===== src/rtl/seq_frame_pkg.sv =====
// Shared definitions for the serial frame link: state encoding, default
// preamble and the down-counter sizing helper.
package seq_frame_pkg;

  typedef logic [1:0] state_t;

  localparam state_t IDLE = 2'b00;
  localparam state_t PRE  = 2'b01;
  localparam state_t DATA = 2'b10;
  localparam state_t GAP  = 2'b11;

  // Same pattern the far-end 1011 detector locks onto.
  localparam logic [3:0] DEF_PREAMBLE = 4'b1011;

  // Bits needed to count down from the longest phase, never fewer than one.
  function automatic int cnt_width(input int a, input int b, input int c);
    int m;
    m = a;
    if (b > m) m = b;
    if (c > m) m = c;
    return ($clog2(m) < 1) ? 1 : $clog2(m);
  endfunction

endpackage


===== src/rtl/seq_frame_tx_piso_shift.sv =====
// Parallel-in serial-out shift register; the MSB is always the bit on the line.
module piso_shift #(
  parameter int WIDTH = 8
) (
  input  logic             clk,
  input  logic             rst_n,
  input  logic             load,
  input  logic             shift,
  input  logic [WIDTH-1:0] din,
  output logic             msb
);

  logic [WIDTH-1:0] q;

  // NOTE: non-blocking assignments so every register samples pre-edge values.
  always_ff @(posedge clk or negedge rst_n) begin
    if (!rst_n) begin
      q <= '0;
    end else if (load) begin
      q <= din;
    end else if (shift) begin
      q <= q << 1;
    end
  end

  assign msb = q[WIDTH-1];

endmodule


===== src/rtl/seq_frame_tx.sv =====
// Serial frame transmitter: preamble, data word MSB-first, then GAP_LEN zeros
// so an overlapping 1011 detector is back in its reset state between frames.
module seq_frame_tx
  import seq_frame_pkg::*;
#(
  parameter int                 WIDTH    = 8,
  parameter int                 PRE_LEN  = 4,
  parameter logic [PRE_LEN-1:0] PREAMBLE = DEF_PREAMBLE,
  parameter int                 GAP_LEN  = 2
) (
  input  logic             clk,
  input  logic             rst_n,
  input  logic [WIDTH-1:0] data_in,
  input  logic             data_valid,
  output logic             data_ready,
  output logic             sout,
  output logic             busy,
  output logic             frame_start,
  output logic             frame_done
);

  localparam int CW = cnt_width(WIDTH, PRE_LEN, GAP_LEN);

  localparam logic [CW-1:0] PRE_LAST  = CW'(PRE_LEN - 1);
  localparam logic [CW-1:0] DATA_LAST = CW'(WIDTH - 1);
  localparam logic [CW-1:0] GAP_LAST  = CW'(GAP_LEN - 1);

  state_t           state;
  logic [CW-1:0]    cnt;
  logic             accept;
  logic             data_bit;
  logic [PRE_LEN-1:0] pre_sel;

  assign accept = data_valid && data_ready;

  always_ff @(posedge clk or negedge rst_n) begin
    if (!rst_n) begin
      state <= IDLE;
      cnt   <= '0;
    end else begin
      case (state)
        IDLE: begin
          if (accept) begin
            state <= PRE;
            cnt   <= PRE_LAST;
          end
        end
        PRE: begin
          if (cnt == '0) begin
            state <= DATA;
            cnt   <= DATA_LAST;
          end else begin
            cnt <= cnt - 1'b1;
          end
        end
        DATA: begin
          if (cnt == '0) begin
            state <= GAP;
            cnt   <= GAP_LAST;
          end else begin
            cnt <= cnt - 1'b1;
          end
        end
        GAP: begin
          if (cnt == '0) begin
            state <= IDLE;
          end else begin
            cnt <= cnt - 1'b1;
          end
        end
        default: begin
          state <= IDLE;
          cnt   <= '0;
        end
      endcase
    end
  end

  piso_shift #(.WIDTH(WIDTH)) u_piso (
    .clk   (clk),
    .rst_n (rst_n),
    .load  (accept),
    .shift (state == DATA),
    .din   (data_in),
    .msb   (data_bit)
  );

  // Shifting instead of indexing keeps the select legal for any counter width.
  assign pre_sel = PREAMBLE >> cnt;

  always_comb begin
    sout = 1'b0;
    case (state)
      PRE:     sout = pre_sel[0];
      DATA:    sout = data_bit;
      default: sout = 1'b0;
    endcase
  end

  assign data_ready  = (state == IDLE);
  assign busy        = (state != IDLE);
  assign frame_start = (state == PRE) && (cnt == PRE_LAST);
  assign frame_done  = (state == GAP) && (cnt == '0);

endmodule


===== config.mk =====
export PLATFORM = sky130hd
export DESIGN_NAME = seq_frame_tx
export DESIGN_NICKNAME = d
export VERILOG_FILES = /design/src/rtl/seq_frame_pkg.sv /design/src/rtl/seq_frame_tx_piso_shift.sv /design/src/rtl/seq_frame_tx.sv
export SDC_FILE = /design/constraint.sdc
export NUM_CORES = 1
export LEC_CHECK = 0
export ABC_AREA = 1
export ABC_CLOCK_PERIOD_IN_PS = 3600
export CORE_ASPECT_RATIO = 0.9
export CORE_UTILIZATION = 54
export DETAILED_ROUTE_END_ITERATION = 6
export MAX_ROUTING_LAYER = met4
export PLACE_DENSITY = 0.89
export SYNTH_ARGS = -nofsm -noshare
export SYNTH_HDL_FRONTEND = slang
export SYNTH_HIERARCHICAL = 1
export SYNTH_SLANG_ARGS = --single-unit

===== constraint.sdc =====
create_clock -name clk -period 3.6 [get_ports clk]
set_clock_uncertainty 0.15 [all_clocks]
set_input_delay 0.54 -clock clk [delete_from_list [all_inputs] [get_ports clk]]
set_output_delay 0.54 -clock clk [all_outputs]
set_load 0.05 [all_outputs]

==> run_results.csv, run 1 <==
group,metric,value,unit
placed_design,post-place-ws,1.07,ns
final_layout,fin_cells,155,
synth,ys_seq_elements,13,
worst_setup_path,criticalPathCategory,"reg -> out",
detailed_routing,vias,781,
synth,synth_area,895,um^2
job,cap_violations,0,
detailed_routing,remaining_drc_errors,0,
sta,grt_setup_unrepaired,"no",
clock_tree,cts_root_buf,"clkbuf_4",
clock_tree,path_clk_slew,0.08,ns
detailed_routing,drt_iter0_markers,23,
power_and_ir_drop,total_power,1.03,mW
floorplanning,coreArea,1500,um^2
status,status,"complete, no violations",
worst_setup_path,r2r_slack,1.87,ns
global_route,grt_max_degree,14,
sta,hold_slack,0.339,ns
worst_setup_path,arrival,2.13,ns
worst_setup_path,cp.required,2.91,ns
detailed_routing,firstDrtPassIters,4,
worst_setup_path,path_buf_inv,2,
sta,hold_viol,0,
clock_tree,clockBufferDepth,2,
sta,max_freq,354,MHz
power_and_ir_drop,powerDensity,944,nW/um^2
worst_setup_path,startpoint_type,"flip-flop",
final_layout,antenna_cells,0,
worst_hold_path,hp-class,"reg -> reg",
clock_tree,worstSkewPairLatency,0.28,ns
synth,yosysTopAreaCell,"dfrtp_1",
final_layout,post-route-util,72.7,%
floorplanning,ios,16,
sta,drv_slew,0,
detailed_routing,viasPerCell,5.04,
global_route,overflow,0,
sta,final.setup.worst_slack,0.777,ns
floorplanning,fp.dieW,44.9,um
final_layout,nets,154,
synth,synth.distinct_cells,22,
detailed_routing,post_drt_wl_per_cell,11.8,um
sta,period_share,78.4,%
power_and_ir_drop,power.leakage,0.566,nW
clock_tree,clkSinkCount,13,
placed_design,placed_cell_area,1060,um^2
sta,fin_setup_tns,0,ns
synth,yosysSeqAreaShare,36.4,%
synth,syn_inst,115,
synth,synthesis.nets,135,
worst_setup_path,path_cells,"inv_1, ha_1, nand2_1, a21oi_1, clkdlybuf4s50_1",
detailed_routing,wirelength,1.83,mm
global_route,first_global_vias,650,
placed_design,port_buffers,15,
sta,fin_crit,2.82,ns
clock_tree,cts_resized,0,
global_route,grt_pass1_wl,2.80,mm
clock_tree,cts_tree,"built",
final_layout,area.growth.synth_to_final,21.5,%
placed_design,globalplace.congestion,0.824,
floorplanning,rows,13,
worst_setup_path,endpoint_kind,"primary output",
clock_tree,hold_buffers,0,
synth,synth_top_area_share,36.4,%
final_layout,stdcell_area,1090,um^2
worst_setup_path,critPathMaxStageDelay,0.82,ns
synth,synthTopCellsByArea,"dfrtp_1 (36%), nand2_1 (13%), ha_1 (13%)",
power_and_ir_drop,ir_worst_vdd,0.728,mV
floorplanning,initial_core_util,59.8,%
global_route,grt_util_all_layers,24.0,%
floorplanning,fp.dieH,40.6,um
placed_design,hpwl,1.42,mm
worst_setup_path,critPathSlowestCell,"clkdlybuf4s50_1",
final_layout,fillers,123,
clock_tree,cts_setup_buffers,0,
worst_setup_path,path_max_fanout,6,
placed_design,place_inst,151,
floorplanning,die_area,1820,um^2
sta,setup_viol,0,
synth,avgSynthCellArea,7.78,um^2
sta,tightestPinTransition,0.575,ns
synth,yosysWarnings,6,
final_layout,drive_above_1_share,12.0,%
worst_setup_path,crit_family,"buffers and inverters",
global_route,antenna_found_initial,0,
clock_tree,cts_inserted_buffers,3,
sta,relSlewSlack,61.5,%
detailed_routing,final_antenna_net_count,0,
clock_tree,h-tree-depth,1,
cell usage after synthesis:
| library cell | n |
|---|---|
| clkinv_2 | 1 |
| nor2_2 | 2 |
| xor2_1 | 1 |
| nand3b_1 | 1 |
| buf_6 | 1 |
| nand2_2 | 2 |
| nand2_1 | 32 |
| o21bai_1 | 1 |
| dfrtp_1 | 13 |
| o21ai_0 | 1 |
| a21oi_1 | 2 |
| nand3_2 | 2 |
| nand3_1 | 16 |
| nor3_1 | 1 |
| buf_4 | 1 |
| nor2_8 | 1 |
| nor2_1 | 7 |
| ha_1 | 9 |
| nand2_4 | 2 |
| inv_1 | 14 |
| inv_2 | 2 |
| o21ai_1 | 3 |
sequential cells by signal, summed over array words and instances (netlist names):
signal,count
state,2
u_piso/q,8
cnt,3
kinds of logic (layout without fill, tap and decap cells):
| logic type | count (synthesis) | in the layout | share of synthesized area (%) |
|---|---|---|---|
| AOI/OAI and AO/OA | 7 | 7 | 4.20 |
| xor gates and xnor gates | 1 | 1 | 0.979 |
| adders and majority gates | 9 | 9 | 12.6 |
| buffers and inverters | 19 | 37 | 9.37 |
| DFF | 13 | 13 | 36.4 |
| and+or+nand+nor | 66 | 66 | 36.5 |
metal layers:
layer | track usage (%) | routed length (um) | vias up
met4 | 9.09 | 21 | 0
met5 | - | 0 | -
met2 | 39.3 | 914 | 29
met1 | 27.9 | 805 | 351
li1 | - | - | 397
met3 | 7.93 | 91 | 4
path summary, 6_finish.rpt:
kind,start,end,depth (start not counted)
max,state[1],sout,5
min,u_piso/q[4],u_piso/q[4],2
max reg2reg,state[0],u_piso/q[1],7
min reg2reg,u_piso/q[4],u_piso/q[4],2
max in group asynchronous,rst_n,state[1],1
min in group asynchronous,rst_n,u_piso/q[7],1
cells in the final DEF, fill, tap and decap left out, drive strengths merged:
master          n
a21oi           2
buf             1
clkbuf          4
clkdlybuf4s50  15
clkinv          1
dfrtp          13
ha              9
inv            16
nand2          36
nand3          18
nand3b          1
nor2           10
nor3            1
o21ai           4
o21bai          1
xor2            1
tightest hold or removal path: cells and delay by family (launching register included):
family        cells  cell delay [ns]
simple gates      2             0.11
flops             1             0.35
final cells by class:
class	count	area, um^2	share of cell area, %
repair buffers	16	158	14.5
multi-input cells	83	485	44.6
clock buffers	4	26.3	2.42
well taps	22	27.5	2.53
flip-flops and latches	13	325	29.9
inverters	17	65.1	5.98
report_power, final:
part	internal (mW)	total (mW)	switching, mW	leakage (nW)
registers	0.219	0.279	0.0597	0.162
clock network	0.0430	0.0933	0.0503	0.0150
logic	0.234	0.654	0.420	0.390
No activity file was read; power rests on OpenSTA's default activity.
==> inputs of run 2 (changes only) <==
Settings changed: ABC_CLOCK_PERIOD_IN_PS 3600 to 2600, CORE_UTILIZATION 54 to 51, PLACE_DENSITY 0.89 to 0.85.
Clock period 3.6 ns to 2.6 ns, I/O delays scaled along.
==> run_results.csv, run 2 (synthesis gave the netlist of run 1 again) <==
group,metric,value,unit
final_layout,layout_commonest_cell,"nand2_1",
placed_design,place_inst,151,
worst_setup_path,startpoint_type,"flip-flop",
worst_setup_path,criticalPathCategory,"reg -> out",
global_route,antenna_found_initial,0,
worst_setup_path,crit_start,"state[0]",
clock_tree,path_clk_slew,0.07,ns
detailed_routing,viasPerCell,5.05,
worst_hold_path,hp-class,"in -> async",
floorplanning,die_area,1930,um^2
global_route,grt_util_all_layers,24.0,%
power_and_ir_drop,ir_worst_vdd,0.827,mV
worst_setup_path,arrival,1.86,ns
final_layout,reg.largest.list,"u_piso/q: 8 flops, cnt: 3 flops, state: 2 flops",
worst_setup_path,endpoint_kind,"primary output",
global_route,first_global_vias,730,
global_route,grtUsageMet2,34.4,%
global_route,met3_usage,7.83,%
placed_design,hpwl,1.42,mm
clock_tree,h-tree-depth,1,
final_layout,fin_cells,155,
floorplanning,rows,13,
detailed_routing,post_drt_wl_per_cell,11.5,um
worst_setup_path,rr_startpoint,"state[0]",
clock_tree,clockBufferDepth,2,
placed_design,globalplace.congestion,0.791,
final_layout,final_cell_mix,"nand2_1 (32), nand3_1 (16), inv_1 (14)",
detailed_routing,final_antenna_net_count,0,
sta,drv_slew,0,
global_route,grt-busiest-layer,"met2",
global_route,grt_use_met1,31.6,%
global_route,grt_pass1_wl,3.19,mm
clock_tree,hold_buffers,0,
final_layout,area.growth.synth_to_final,22.1,%
detailed_routing,vias,783,
clock_tree,cts_resized,0,
floorplanning,coreArea,1550,um^2
detailed_routing,drt_iter0_markers,9,
sta,setup_viol,0,
final_layout,nets,154,
placed_design,port_buffers,15,
power_and_ir_drop,powerDensity,1300,nW/um^2
floorplanning,ios,16,
detailed_routing,remaining_drc_errors,0,
floorplanning,fp.dieH,41.7,um
final_layout,largest_reg_flops,8,
final_layout,multi_input_area,485,um^2
final_layout,top_register,"u_piso/q",
final_layout,seq_area,325,um^2
sta,tightestPinTransition,0.575,ns
clock_tree,worstSkewPairLatency,0.27,ns
status,status,"complete, no violations",
floorplanning,fp.dieW,46.1,um
sta,final.setup.worst_slack,0.202,ns
clock_tree,cts_inserted_buffers,3,
clock_tree,cts_tree,"built",
global_route,overflow,0,
global_route,grt_max_degree,14,
detailed_routing,firstDrtPassIters,4,
clock_tree,cts_root_buf,"clkbuf_4",
floorplanning,initial_core_util,57.9,%
final_layout,fillers,120,
worst_setup_path,cp.required,2.06,ns
placed_design,post-place-ws,0.483,ns
sta,fin_crit,2.40,ns
worst_setup_path,path_max_fanout,4,
detailed_routing,wirelength,1.78,mm
final_layout,antenna_cells,0,
clock_tree,cts_setup_buffers,0,
job,cap_violations,0,
power_and_ir_drop,power.leakage,0.575,nW
sta,max_freq,417,MHz
sta,period_share,92.2,%
sta,hold_viol,0,
sta,relSlewSlack,61.5,%
final_layout,drive_above_1_share,14.3,%
final_layout,stdcell_area,1090,um^2
sta,grt_setup_unrepaired,"no",
placed_design,placed_cell_area,1070,um^2
sta,fin_setup_tns,0,ns
clock_tree,clkSinkCount,13,
run 2: final cells by class:
class | instances | area share, %
multi-input cells | 83 | 44.4
flip-flops and latches | 13 | 29.8
repair buffers | 16 | 14.9
inverters | 17 | 5.96
well taps | 22 | 2.52
clock buffers | 4 | 2.41
run 2: worst paths after layout:
path                               endpoint  slack (ns)  cells past startpoint
worst min-delay path            u_piso/q[5]        0.33                      1
worst min register to register  u_piso/q[0]        0.33                      2
worst max register to register  u_piso/q[3]        0.88                      7
min in group clk                u_piso/q[0]        0.33                      2
worst max-delay path                   busy        0.20                      4
max in group asynchronous          state[0]        1.59                      1
run 2: critical path: stages, from the launching register on:
cell             delay (ns)
dfrtp_1                0.39
inv_1                  0.09
ha_1                   0.24
inv_1                  0.07
clkdlybuf4s50_1        0.80
run 2: routing by layer:
| layer | part of all wire [%] | up-vias |
|---|---|---|
| met3 | 4.0 | 4 |
| met1 | 45 | 364 |
| li1 | - | 398 |
| met4 | 1.5 | 0 |
| met2 | 50 | 17 |
| met5 | 0 | - |
run 2: per-stage QoR:
step | hold WS [ns] | util [%] | total power, mW
after floorplan | -0.0556 | - | 1.07
after global placement | 0.308 | 69.0 | 1.27
after detailed placement | 0.320 | 69.0 | 1.30
after CTS | 0.339 | 70.7 | 1.43
after global routing | 0.368 | 70.7 | 1.57
final | 0.334 | 70.7 | 1.42
run 2: where the power goes:
| part | leakage [nW] | internal (mW) | switching, mW |
|---|---|---|---|
| combinational | 0.399 | 0.340 | 0.577 |
| sequential | 0.162 | 0.303 | 0.0806 |
| clock | 0.0150 | 0.0594 | 0.0605 |
| total | 0.575 | 0.702 | 0.719 |
==> inputs of run 3 (changes only) <==
Settings changed: ABC_AREA 1 to default, CORE_UTILIZATION 51 to 50, GPL_ROUTABILITY_DRIVEN from default to 0, PLACE_DENSITY 0.85 to 0.77.
==> run_results.csv, run 3 <==
group,metric,value,unit
clock_tree,hold_buffers,0,
synth,synth_compound_area_share,15.6,%
final_layout,fin_cells,122,
worst_setup_path,startpoint_type,"flip-flop",
sta,drv_slew,0,
clock_tree,path_clk_slew,0.08,ns
power_and_ir_drop,ir_worst_vdd,1.32,mV
worst_setup_path,endpoint_kind,"primary output",
detailed_routing,wirelength,1.62,mm
sta,grt_setup_unrepaired,"no",
power_and_ir_drop,switchingPower,0.599,mW
global_route,overflow,0,
global_route,first_global_vias,587,
synth,synth_edf_count,0,
synth,yosysWarnings,6,
floorplanning,initial_core_util,55.7,%
worst_setup_path,critPathMaxStageDelay,0.79,ns
sta,final.setup.worst_slack,0.190,ns
worst_setup_path,r2r_slack,0.63,ns
clock_tree,clkSinkCount,13,
global_route,grt_use_met1,25.9,%
placed_design,post-place-ws,0.481,ns
worst_setup_path,worstReg2RegEnd,"cnt[1]",
synth,ys_async_sr_fraction,100,%
synth,synth.distinct_cells,27,
clock_tree,cts_setup_buffers,0,
global_route,grt_max_degree,17,
placed_design,placed_cell_area,1000,um^2
global_route,antenna_found_initial,0,
sta,period_share,92.7,%
power_and_ir_drop,p_seq_share,27.5,%
detailed_routing,post_drt_wl_per_cell,13.3,um
floorplanning,fp.dieW,45.0,um
synth,ys_seq_elements,13,
power_and_ir_drop,power_frac_comb,63.2,%
clock_tree,worstSkewPairLatency,0.27,ns
synth,synth_most_common_cell,"dfrtp_1",
sta,fin_setup_tns,0,ns
worst_setup_path,crit_family,"buffers and inverters",
job,cap_violations,0,
sta,hold_viol,0,
synth,syn_inst,82,
clock_tree,cts_tree,"built",
clock_tree,cts_resized,0,
final_layout,final_cell_mix,"dfrtp_1 (13), clkdlybuf4s50_1 (12), ha_1 (9)",
floorplanning,rows,13,
worst_setup_path,path_cells,"inv_1, ha_1, inv_1, clkdlybuf4s50_1",
synth,synthesis.nets,102,
sta,tightestPinTransition,0.585,ns
detailed_routing,remaining_drc_errors,0,
detailed_routing,final_antenna_net_count,0,
detailed_routing,firstDrtPassIters,4,
power_and_ir_drop,power.leakage,0.462,nW
synth,synth-xor-area-share,0,%
synth,yosysSeqAreaShare,39.0,%
worst_setup_path,rr_startpoint,"cnt[0]",
power_and_ir_drop,p_int,0.746,mW
global_route,grt_pass1_wl,2.53,mm
final_layout,stdcell_area,1030,um^2
synth,ys.flop_type,"dfrtp_1",
worst_setup_path,path_max_fanout,4,
synth,avgSynthCellArea,10.2,um^2
detailed_routing,drt_iter0_markers,9,
sta,setup_viol,0,
final_layout,antenna_cells,0,
synth,synth_top_family_by_area,"compound AO/OA/AOI/OAI gates",
worst_setup_path,cp.required,2.06,ns
floorplanning,ios,16,
sta,fin_crit,2.41,ns
worst_setup_path,r2r_cells,5,
detailed_routing,vias,650,
status,status,"complete, no violations",
final_layout,nets,121,
global_route,met3_usage,6.61,%
worst_setup_path,crit_start,"state[0]",
final_layout,largest_reg_flops,8,
final_layout,top_register,"u_piso/q",
worst_setup_path,critPathSlowestCell,"clkdlybuf4s50_1",
power_and_ir_drop,switching_share,44.6,%
global_route,grt_util_all_layers,21.5,%
clock_tree,cts_root_buf,"clkbuf_4",
global_route,grt-busiest-layer,"met2",
synth,yosys.area_share.simple,15.3,%
final_layout,area.growth.synth_to_final,23.3,%
synth,synth-adder-area-share,13.5,%
worst_setup_path,cp_common_cell,"inv_1",
clock_tree,clockBufferDepth,2,
synth,muxShareOfSynthArea,11.6,%
detailed_routing,viasPerCell,5.33,
final_layout,layout_commonest_cell,"dfrtp_1",
floorplanning,die_area,1830,um^2
worst_setup_path,path_buf_inv,3,
placed_design,port_buffers,15,
final_layout,reg.largest.list,"u_piso/q: 8 flops, cnt: 3 flops, state: 2 flops",
floorplanning,fp.dieH,40.7,um
synth,synth_top_cells_by_count,"dfrtp_1 (13), ha_1 (9), nand2_1 (8)",
synth,synth_top_area_share,39.0,%
clock_tree,h-tree-depth,1,
synth,synth_area,833,um^2
placed_design,hpwl,1.27,mm
global_route,grtUsageMet2,33.7,%
floorplanning,coreArea,1500,um^2
worst_setup_path,arrival,1.87,ns
sta,max_freq,415,MHz
worst_hold_path,hp-class,"in -> async",
sta,relSlewSlack,60.9,%
synth,yosysTopAreaCell,"dfrtp_1",
synth,synthTopCellsByArea,"dfrtp_1 (39%), ha_1 (14%), mux2i_1 (8.4%)",
placed_design,place_inst,118,
clock_tree,cts_inserted_buffers,3,
final_layout,drive_above_1_share,9.00,%
power_and_ir_drop,pwr-share-clk,9.2,%
power_and_ir_drop,powerDensity,1310,nW/um^2
worst_setup_path,criticalPathCategory,"reg -> out",
-- run 3: cell count changes in the layout (fill, tap and decap cells not counted), sizes merged, moves of 3 or more --
cell,before,now
nor2b,0,3
nand3,18,0
nor2,10,3
o21ai,4,10
mux2i,0,7
nand2,36,8
inv,16,5
-- run 3: routing by layer --
| metal | share of wire (%) | wire [um] | vias to the layer above |
|---|---|---|---|
| met2 | 47 | 768 | 13 |
| met5 | 0 | 0 | - |
| met1 | 48 | 772 | 305 |
| met3 | 3.6 | 58 | 5 |
| li1 | - | - | 327 |
| met4 | 1.3 | 21 | 0 |
-- run 3: through the flow --
step | utilization (%) | hold slack [ns] | total power [mW]
final | 68.6 | 0.332 | 1.35
after detailed placement | 66.9 | 0.389 | 1.23
after global routing | 68.6 | 0.374 | 1.46
after global placement | 66.9 | 0.382 | 1.20
after floorplan | - | -0.0556 | 1.01
after CTS | 68.6 | 0.340 | 1.36
-- run 3: cell type report --
class | count | area, um^2
clock buffers | 4 | 26.3
fillers | 126 | 469
inverters | 5 | 18.8
multi-input cells | 62 | 467
flip-flops and latches | 13 | 325
well taps | 22 | 27.5
repair buffers | 16 | 163
-- run 3: power groups by stage --
stage                     sequential (mW)  clock (mW)  combinational (mW)
after CTS                           0.372       0.130               0.858
after detailed placement            0.376           0               0.855
final                               0.371       0.124               0.851
after floorplan                     0.356           0               0.658
after global routing                0.386       0.137               0.937
after global placement              0.371           0               0.830
-- run 3: how the worst max path moves through the flow --
stage	to	depth (start not counted)	slack (ns)
floorplan	state[1]	5	0.33
global route	busy	4	0.08
CTS	busy	4	0.16
detailed placement	busy	4	0.48
global placement	busy	4	0.53
finish	busy	4	0.19
-- run 3: kinds of logic (layout without fill, tap and decap cells) --
kind of cell,Yosys count,in the layout
compound gates,20,20
buf+inv,7,25
flops,13,13
mux,9,9
fa+ha+maj,9,9
simple gates,24,24
